<file path="src/rtl/bus_regbank.sv">
// -----------------------------------------------------------------------------
// bus_regbank
//   Register-bank slave on the 16-bit PS-to-PL local bus. The bank holds an ID
//   word, a write-to-pulse register, a write counter, NRW read/write control
//   registers and NRO read-only status registers, all at a base address ABASE.
//
//   Offset map (relative to ABASE):
//     0                 ID        (RO, returns ID_VALUE)
//     1                 PULSE     (WO, one-cycle pulse, reads 0)
//     2                 WRCOUNT   (RO, count of accepted writes; a write clears)
//     3 .. 2+NRW        CTRL[k]   (RW)
//     3+NRW .. 2+NRW+NRO STATUS[j] (RO, sampled from the status input)
//
//   Read data is registered and is zero whenever brdack is low, so several
//   banks can be OR-combined onto one brddata bus.
//
// Ports:
//   clk      bus/fabric clock (plclk)
//   reset    synchronous, active-high reset
//   baddr    bus address
//   bwrdata  bus write data
//   bwr      1 = write, 0 = read; qualified by bstrobe
//   bstrobe  one-cycle transaction strobe
//   brddata  registered read data; 0 when not acking
//   brdack   one-cycle read acknowledge, aligned with brddata
//   ctrl     RW registers; register k at [16k+15:16k]
//   status   RO inputs; word j at [16j+15:16j]; ignored when NRO = 0
//   pulse    one-cycle pulse outputs
// -----------------------------------------------------------------------------
module bus_regbank #(
  parameter logic [15:0] ABASE    = 16'h0000,
  parameter int          NRW      = 4,
  parameter int          NRO      = 2,
  parameter int          NPULSE   = 8,
  parameter logic [15:0] RW_INIT  = 16'h0000,
  parameter logic [15:0] ID_VALUE = 16'hA7D0
) (
  input  logic                                clk,
  input  logic                                reset,
  input  logic [15:0]                         baddr,
  input  logic [15:0]                         bwrdata,
  input  logic                                bwr,
  input  logic                                bstrobe,
  output logic [15:0]                         brddata,
  output logic                                brdack,
  output logic [NRW*16-1:0]                   ctrl,
  input  logic [((NRO > 0) ? NRO : 1)*16-1:0] status,
  output logic [NPULSE-1:0]                   pulse
);

  localparam int NTOT      = 3 + NRW + NRO;
  localparam int OFF_ID    = 0;
  localparam int OFF_PULSE = 1;
  localparam int OFF_WRCNT = 2;
  localparam int CTRL_BASE = 3;
  localparam int STAT_BASE = 3 + NRW;

  // State
  logic [NRW-1:0][15:0] ctrl_q, ctrl_d;
  logic [NPULSE-1:0]    pulse_q, pulse_d;
  logic [15:0]          wrcount_q, wrcount_d;
  logic                 rdack_q, rdack_d;
  logic [15:0]          rddata_q, rddata_d;

  // Address decode
  logic [16:0] off17;
  logic [31:0] off;
  logic        hit;
  logic        wr_hit;
  logic        rd_hit;
  logic [15:0] rd_mux;

  // The subtraction is done one bit wider than the bus so an address below
  // ABASE borrows into bit 16 instead of wrapping to a small offset near
  // 16'hFFFF.
  assign off17  = {1'b0, baddr} - {1'b0, ABASE};
  assign off    = 32'(off17);
  assign hit    = bstrobe && (baddr >= ABASE) && (off < NTOT);
  assign wr_hit = hit && bwr;
  assign rd_hit = hit && !bwr;

  // Read multiplexer: values as they stand at the strobe edge. Unmapped and
  // write-only offsets read as zero.
  always_comb begin
    // NOTE: every variable assigned in always_comb gets a default first, so no
    // path leaves it unassigned and no latch is inferred.
    rd_mux = 16'h0000;
    if (off == OFF_ID) begin
      rd_mux = ID_VALUE;
    end else if (off == OFF_WRCNT) begin
      rd_mux = wrcount_q;
    end
    for (int k = 0; k < NRW; k++) begin
      if (off == 32'(CTRL_BASE + k)) rd_mux = ctrl_q[k];
    end
    for (int j = 0; j < NRO; j++) begin
      if (off == 32'(STAT_BASE + j)) rd_mux = status[16*j +: 16];
    end
  end

  // Next-state logic
  always_comb begin
    ctrl_d    = ctrl_q;
    pulse_d   = '0;          // pulse is high only in the cycle after its write
    wrcount_d = wrcount_q;
    if (wr_hit) begin
      // Clearing WRCOUNT takes priority over counting that same write.
      wrcount_d = (off == OFF_WRCNT) ? 16'h0000 : wrcount_q + 16'd1;
      if (off == OFF_PULSE) pulse_d = bwrdata[NPULSE-1:0];
      for (int k = 0; k < NRW; k++) begin
        if (off == 32'(CTRL_BASE + k)) ctrl_d[k] = bwrdata;
      end
    end
    rdack_d  = rd_hit;
    rddata_d = rd_hit ? rd_mux : 16'h0000;
  end

  always_ff @(posedge clk) begin
    if (reset) begin
      // NOTE: the control registers are reset like ordinary flops (not left
      // as uninitialised storage) because software expects RW_INIT after
      // reset; there are only NRW of them.
      ctrl_q    <= {NRW{RW_INIT}};
      pulse_q   <= '0;
      wrcount_q <= 16'h0000;
      rdack_q   <= 1'b0;
      rddata_q  <= 16'h0000;
    end else begin
      // NOTE: sequential state uses non-blocking assignments so every flop
      // samples the pre-edge value of every other flop.
      ctrl_q    <= ctrl_d;
      pulse_q   <= pulse_d;
      wrcount_q <= wrcount_d;
      rdack_q   <= rdack_d;
      rddata_q  <= rddata_d;
    end
  end

  assign ctrl    = ctrl_q;
  assign pulse   = pulse_q;
  assign brdack  = rdack_q;
  assign brddata = rddata_q;

endmodule
</file>
<file path="config.mk">
export PLATFORM = sky130hd
export DESIGN_NAME = bus_regbank
export DESIGN_NICKNAME = d
export VERILOG_FILES = /design/src/rtl/bus_regbank.sv
export SDC_FILE = /design/constraint.sdc
export NUM_CORES = 1
export LEC_CHECK = 0
export CAP_MARGIN = 30
export CORE_ASPECT_RATIO = 1.2
export CORE_UTILIZATION = 68
export CTS_CLUSTER_DIAMETER = 150
export DETAILED_ROUTE_END_ITERATION = 7
export DONT_BUFFER_PORTS = 1
export GPL_TIMING_DRIVEN = 0
export PLACE_DENSITY = 0.84
export SYNTH_ARGS = -nofsm -noshare
export SYNTH_HDL_FRONTEND = slang
export SYNTH_SLANG_ARGS = --single-unit
export TNS_END_PERCENT = 1
</file>
<file path="constraint.sdc">
create_clock -name clk -period 6.2 [get_ports clk]
set_clock_uncertainty 0.15 [all_clocks]
set_input_delay 0.93 -clock clk [delete_from_list [all_inputs] [get_ports clk]]
set_output_delay 0.93 -clock clk [all_outputs]
set_load 0.1 [all_outputs]
</file>
==> impl_results.rst <==
.. list-table::
   :header-rows: 1

   * - Metric
     - Value
   * - Count of flip-flops with a built-in enable after synthesis
     - 0
   * - Net count after synthesis
     - 675
   * - Post-detailed-placement half-perimeter wirelength
     - 11.5 mm
   * - Vias in the first global route
     - 4370
   * - Min-Delay Path Depth
     - 2
   * - Final weighted congestion of routability-driven global placement
     - 0.939
   * - Complex-gate fraction of the synthesized area
     - 21.1%
   * - Remaining routing DRC violations
     - 0
   * - Most frequent cell on the critical path
     - sky130_fd_sc_hd__nand2_1
   * - Wire length of the first global-routing pass
     - 22.4 mm
   * - CP Capture Type
     - register
   * - Worst R2R Start
     - ctrl[12]
   * - Mean routed wirelength per cell
     - 21.2 µm
   * - Global routing usage summed across all routing layers
     - 40.4%
   * - Area of the mapped netlist
     - 4760 µm²
   * - Number of hold-slack violations in the final timing report
     - 0
   * - Sequential share of the synthesized area
     - 44.1%
   * - Clock transition at path regs
     - 110 ps
   * - Static Leakage
     - 1.62 nW
   * - Maximum clock path buffer count
     - 2
   * - Count of buffers inserted at the top-level ports
     - 0
   * - Share of flip-flops with an asynchronous set or reset
     - 0%
   * - Hold/Removal Path Class
     - reg -> reg
   * - Total grt overflow
     - 0
   * - XOR/XNOR Fraction of Synth Area
     - 2.02%
   * - Worst-case hold path end point
     - wrcount_q[15]
   * - Starting DRT DRC Count
     - 451
   * - Fin Setup TNS
     - 0 ps
   * - Max-slew violation total from the final report
     - 0
   * - Simple-gate share of the synthesized area
     - 27.5%
   * - Top-level port count
     - 157
   * - # clock sinks
     - 105
   * - DR vias
     - 4874
   * - Unrepaired setup endpoints after global routing
     - false
   * - Site row count
     - 33
   * - Initial cell density of the core
     - 69.9%
   * - Chip height
     - 93.7 µm
   * - 1st-pass router iterations
     - 5
   * - Clock H-tree levels
     - 3
   * - Total setup violations reported at the end of the flow
     - 0
   * - Antenna cell count
     - 0
   * - Vias per std cell
     - 6.66
   * - Outcome
     - completed
   * - Largest net degree at the start of global routing
     - 20
   * - Hold-fix buffer count after cts
     - 0
   * - DIE AREA
     - 7350 µm²
   * - Maximum vdd drop
     - 0.000154 V
   * - Worst-margin pin slew
     - 1050 ps
   * - Crit Path Max Fanout
     - 10
   * - # Max-Cap Violations
     - 0
   * - Worst max-slew margin expressed relative to the limit
     - 29.8%
   * - Period utilisation layout
     - 54.7%
   * - Biggest cell delay along the critical path
     - 770 ps
   * - Count of mapped cells out of synthesis
     - 606
   * - Number of cell instances on the worst register-to-register path
     - 5
   * - Worst path required time
     - 6350 ps
   * - Initial antenna violation count
     - 0
   * - Wire length after detailed routing
     - 15.5 mm
   * - Critical-path cell list
     - nor4_2 -> nand2_1 -> nor3_1 -> clkbuf_1 -> nand2_1 -> a21oi_1
   * - Crit Path Category
     - in -> reg
   * - Cell at the slowest stage of the critical path
     - sky130_fd_sc_hd__nor4_2
   * - Clock tree from TritonCTS
     - yes
   * - Area share of fa/ha/maj cells after synthesis
     - 0.263%
   * - Fraction of final layout cells with drive strength greater than 1
     - 8.37%
   * - Power, Total
     - 1.14 mW
   * - Endpoint arrival time on the critical path
     - 3540 ps
   * - Maximum clock rate
     - 295 MHz
   * - Power per standard cell area
     - 211 nW/µm²
   * - Area of the placeable core
     - 6810 µm²
   * - Combinational family with the most area after synthesis
     - simple AND/OR/NAND/NOR gates
   * - Layout net count
     - 709
   * - Signed area change from the synthesized netlist to the final layout
     - 12.9%
   * - Total number of yosys warnings
     - 0
   * - Worst hold start
     - wrcount_q[15]
   * - Clock Tree Root
     - sky130_fd_sc_hd__clkbuf_8
   * - Library cells used by synthesis
     - 46
   * - Count of cells resized by post-cts repair
     - 0
   * - Setup Buffers After CTS
     - 0
   * - CTS buffer count
     - 9
   * - Commonest register cell after synthesis
     - sky130_fd_sc_hd__dfxtp_1
   * - Multiplexer fraction of the synthesized cell area
     - 1.68%
   * - Synthesis-stage register bit count
     - 105
   * - R2R setup slack
     - 3820 ps
   * - Clock latency on the worst-skew pair
     - 380 ps
   * - Endpoint of the lowest-slack register-to-register path
     - brddata[12]
   * - Post-layout min period
     - 3390 ps
   * - Number of antenna-violating nets in the routed design
     - 0
   * - Kind of launch point of the worst setup path
     - input pin
   * - Synth Area per Inst
     - 7.86 µm²
   * - Die Width
     - 78.4 µm
power by group:
part           internal, mW  total (mW)  switching [mW]  leakage (nW)
Clock                 0.153       0.410           0.257        0.0925
Combinational        0.0149      0.0520          0.0371         0.683
Sequential            0.674       0.674      0.00000985         0.845
synthesized netlist by cell type (all sizes together) (3+ instances only):
cell	instances	area [µm²]
a211oi	7	52.6
a21oi	83	415
a311oi	8	70.1
and2	10	62.6
and4	3	26.3
buf	11	52.6
clkbuf	26	97.6
dfxtp	105	2100
inv	3	11.3
mux2i	8	80.1
nand2	155	582
nand3	7	35.0
nand4	9	56.3
nor2	44	165
nor2b	9	56.3
nor3	3	20.0
nor4	14	143
o21ai	39	195
o221a	4	45.0
o2bb2ai	14	123
or2	3	18.8
or3	5	31.3
or4	5	37.5
xnor2	10	87.6
kinds of logic (layout without fill, tap and decap cells):
logic type	Yosys count	after routing
xor+xnor	11	11
compound gates	165	165
fa+ha+maj	1	1
flops	105	105
simple gates	276	276
mux	8	8
buf+inv	40	79
worst max-delay path by stage:
| stage | from | to | slack, ps |
|---|---|---|---|
| after floorplan | baddr[1] | wrcount_q[15] | 3250 |
| after global placement | baddr[15] | ctrl[54] | 2790 |
| after detailed placement | baddr[15] | ctrl[58] | 2630 |
| after CTS | baddr[15] | ctrl[58] | 3000 |
| after global routing | baddr[15] | ctrl[59] | 2670 |
| final | baddr[15] | ctrl[59] | 2810 |
sequential cells by signal, summed over array words and instances, names as in the netlist:
register	count
brdack	1
brddata	16
pulse	8
ctrl	64
wrcount_q	16
placed cells by master, fill, tap and decap left out, types with 5 or more instances in the layout:
cell and n:
sky130_fd_sc_hd__buf_2 9, sky130_fd_sc_hd__nor4_1 8, sky130_fd_sc_hd__o21ai_0 38, sky130_fd_sc_hd__a311oi_1 8, sky130_fd_sc_hd__or4_1 5, sky130_fd_sc_hd__a211oi_1 7, sky130_fd_sc_hd__a21oi_1 83, sky130_fd_sc_hd__clkbuf_8 9
sky130_fd_sc_hd__nand2_1 155, sky130_fd_sc_hd__o2bb2ai_1 14, sky130_fd_sc_hd__nor2b_1 9, sky130_fd_sc_hd__or3_1 5, sky130_fd_sc_hd__buf_16 10, sky130_fd_sc_hd__xnor2_1 10, sky130_fd_sc_hd__mux2i_1 8, sky130_fd_sc_hd__nand3_1 7
sky130_fd_sc_hd__nand4_1 9, sky130_fd_sc_hd__nor2_1 44, sky130_fd_sc_hd__clkbuf_1 37, sky130_fd_sc_hd__dfxtp_1 105, sky130_fd_sc_hd__and2_1 10
layout make-up:
| cell class | instances | area (µm²) |
|---|---|---|
| tap | 87 | 109 |
| clock inverter | 7 | 58.8 |
| multi-input combinational | 461 | 2500 |
| clock buffer | 9 | 124 |
| timing repair buffer | 23 | 324 |
| inverter | 3 | 11.3 |
| sequential | 105 | 2100 |
| buffer | 37 | 150 |
| fill | 460 | 1430 |
critical path: cells and delay by family:
family          cells  cell delay, ps
compound gates      1             220
simple gates        4            1970
buf+inv             1             420
metrics by stage:
| step | std cells | hold WS [ps] | cell area (µm²) | setup WS [ps] | util (%) |
|---|---|---|---|---|---|
| 2_1_floorplan | 606 | 308 | 4760 | 3250 | - |
| 3_3_place_gp | 693 | 334 | 4870 | 2790 | 71.5 |
| 3_5_place_dp | 697 | 354 | 4940 | 2630 | 72.5 |
| 4_1_cts | 713 | 369 | 5120 | 3000 | 75.1 |
| 5_1_grt | 732 | 404 | 5380 | 2670 | 79.0 |
| 6_report | 732 | 367 | 5380 | 2810 | 79.0 |
metal layers:
metal,global-route usage [%],vias up,part of all wire [%]
met1,43.8,2249,35
met2,70.8,362,50
met3,11.6,71,11
met4,21.3,0,4.5
met5,0,-,0
li1,-,2192,-
No activity file was read; power rests on OpenSTA's default activity.
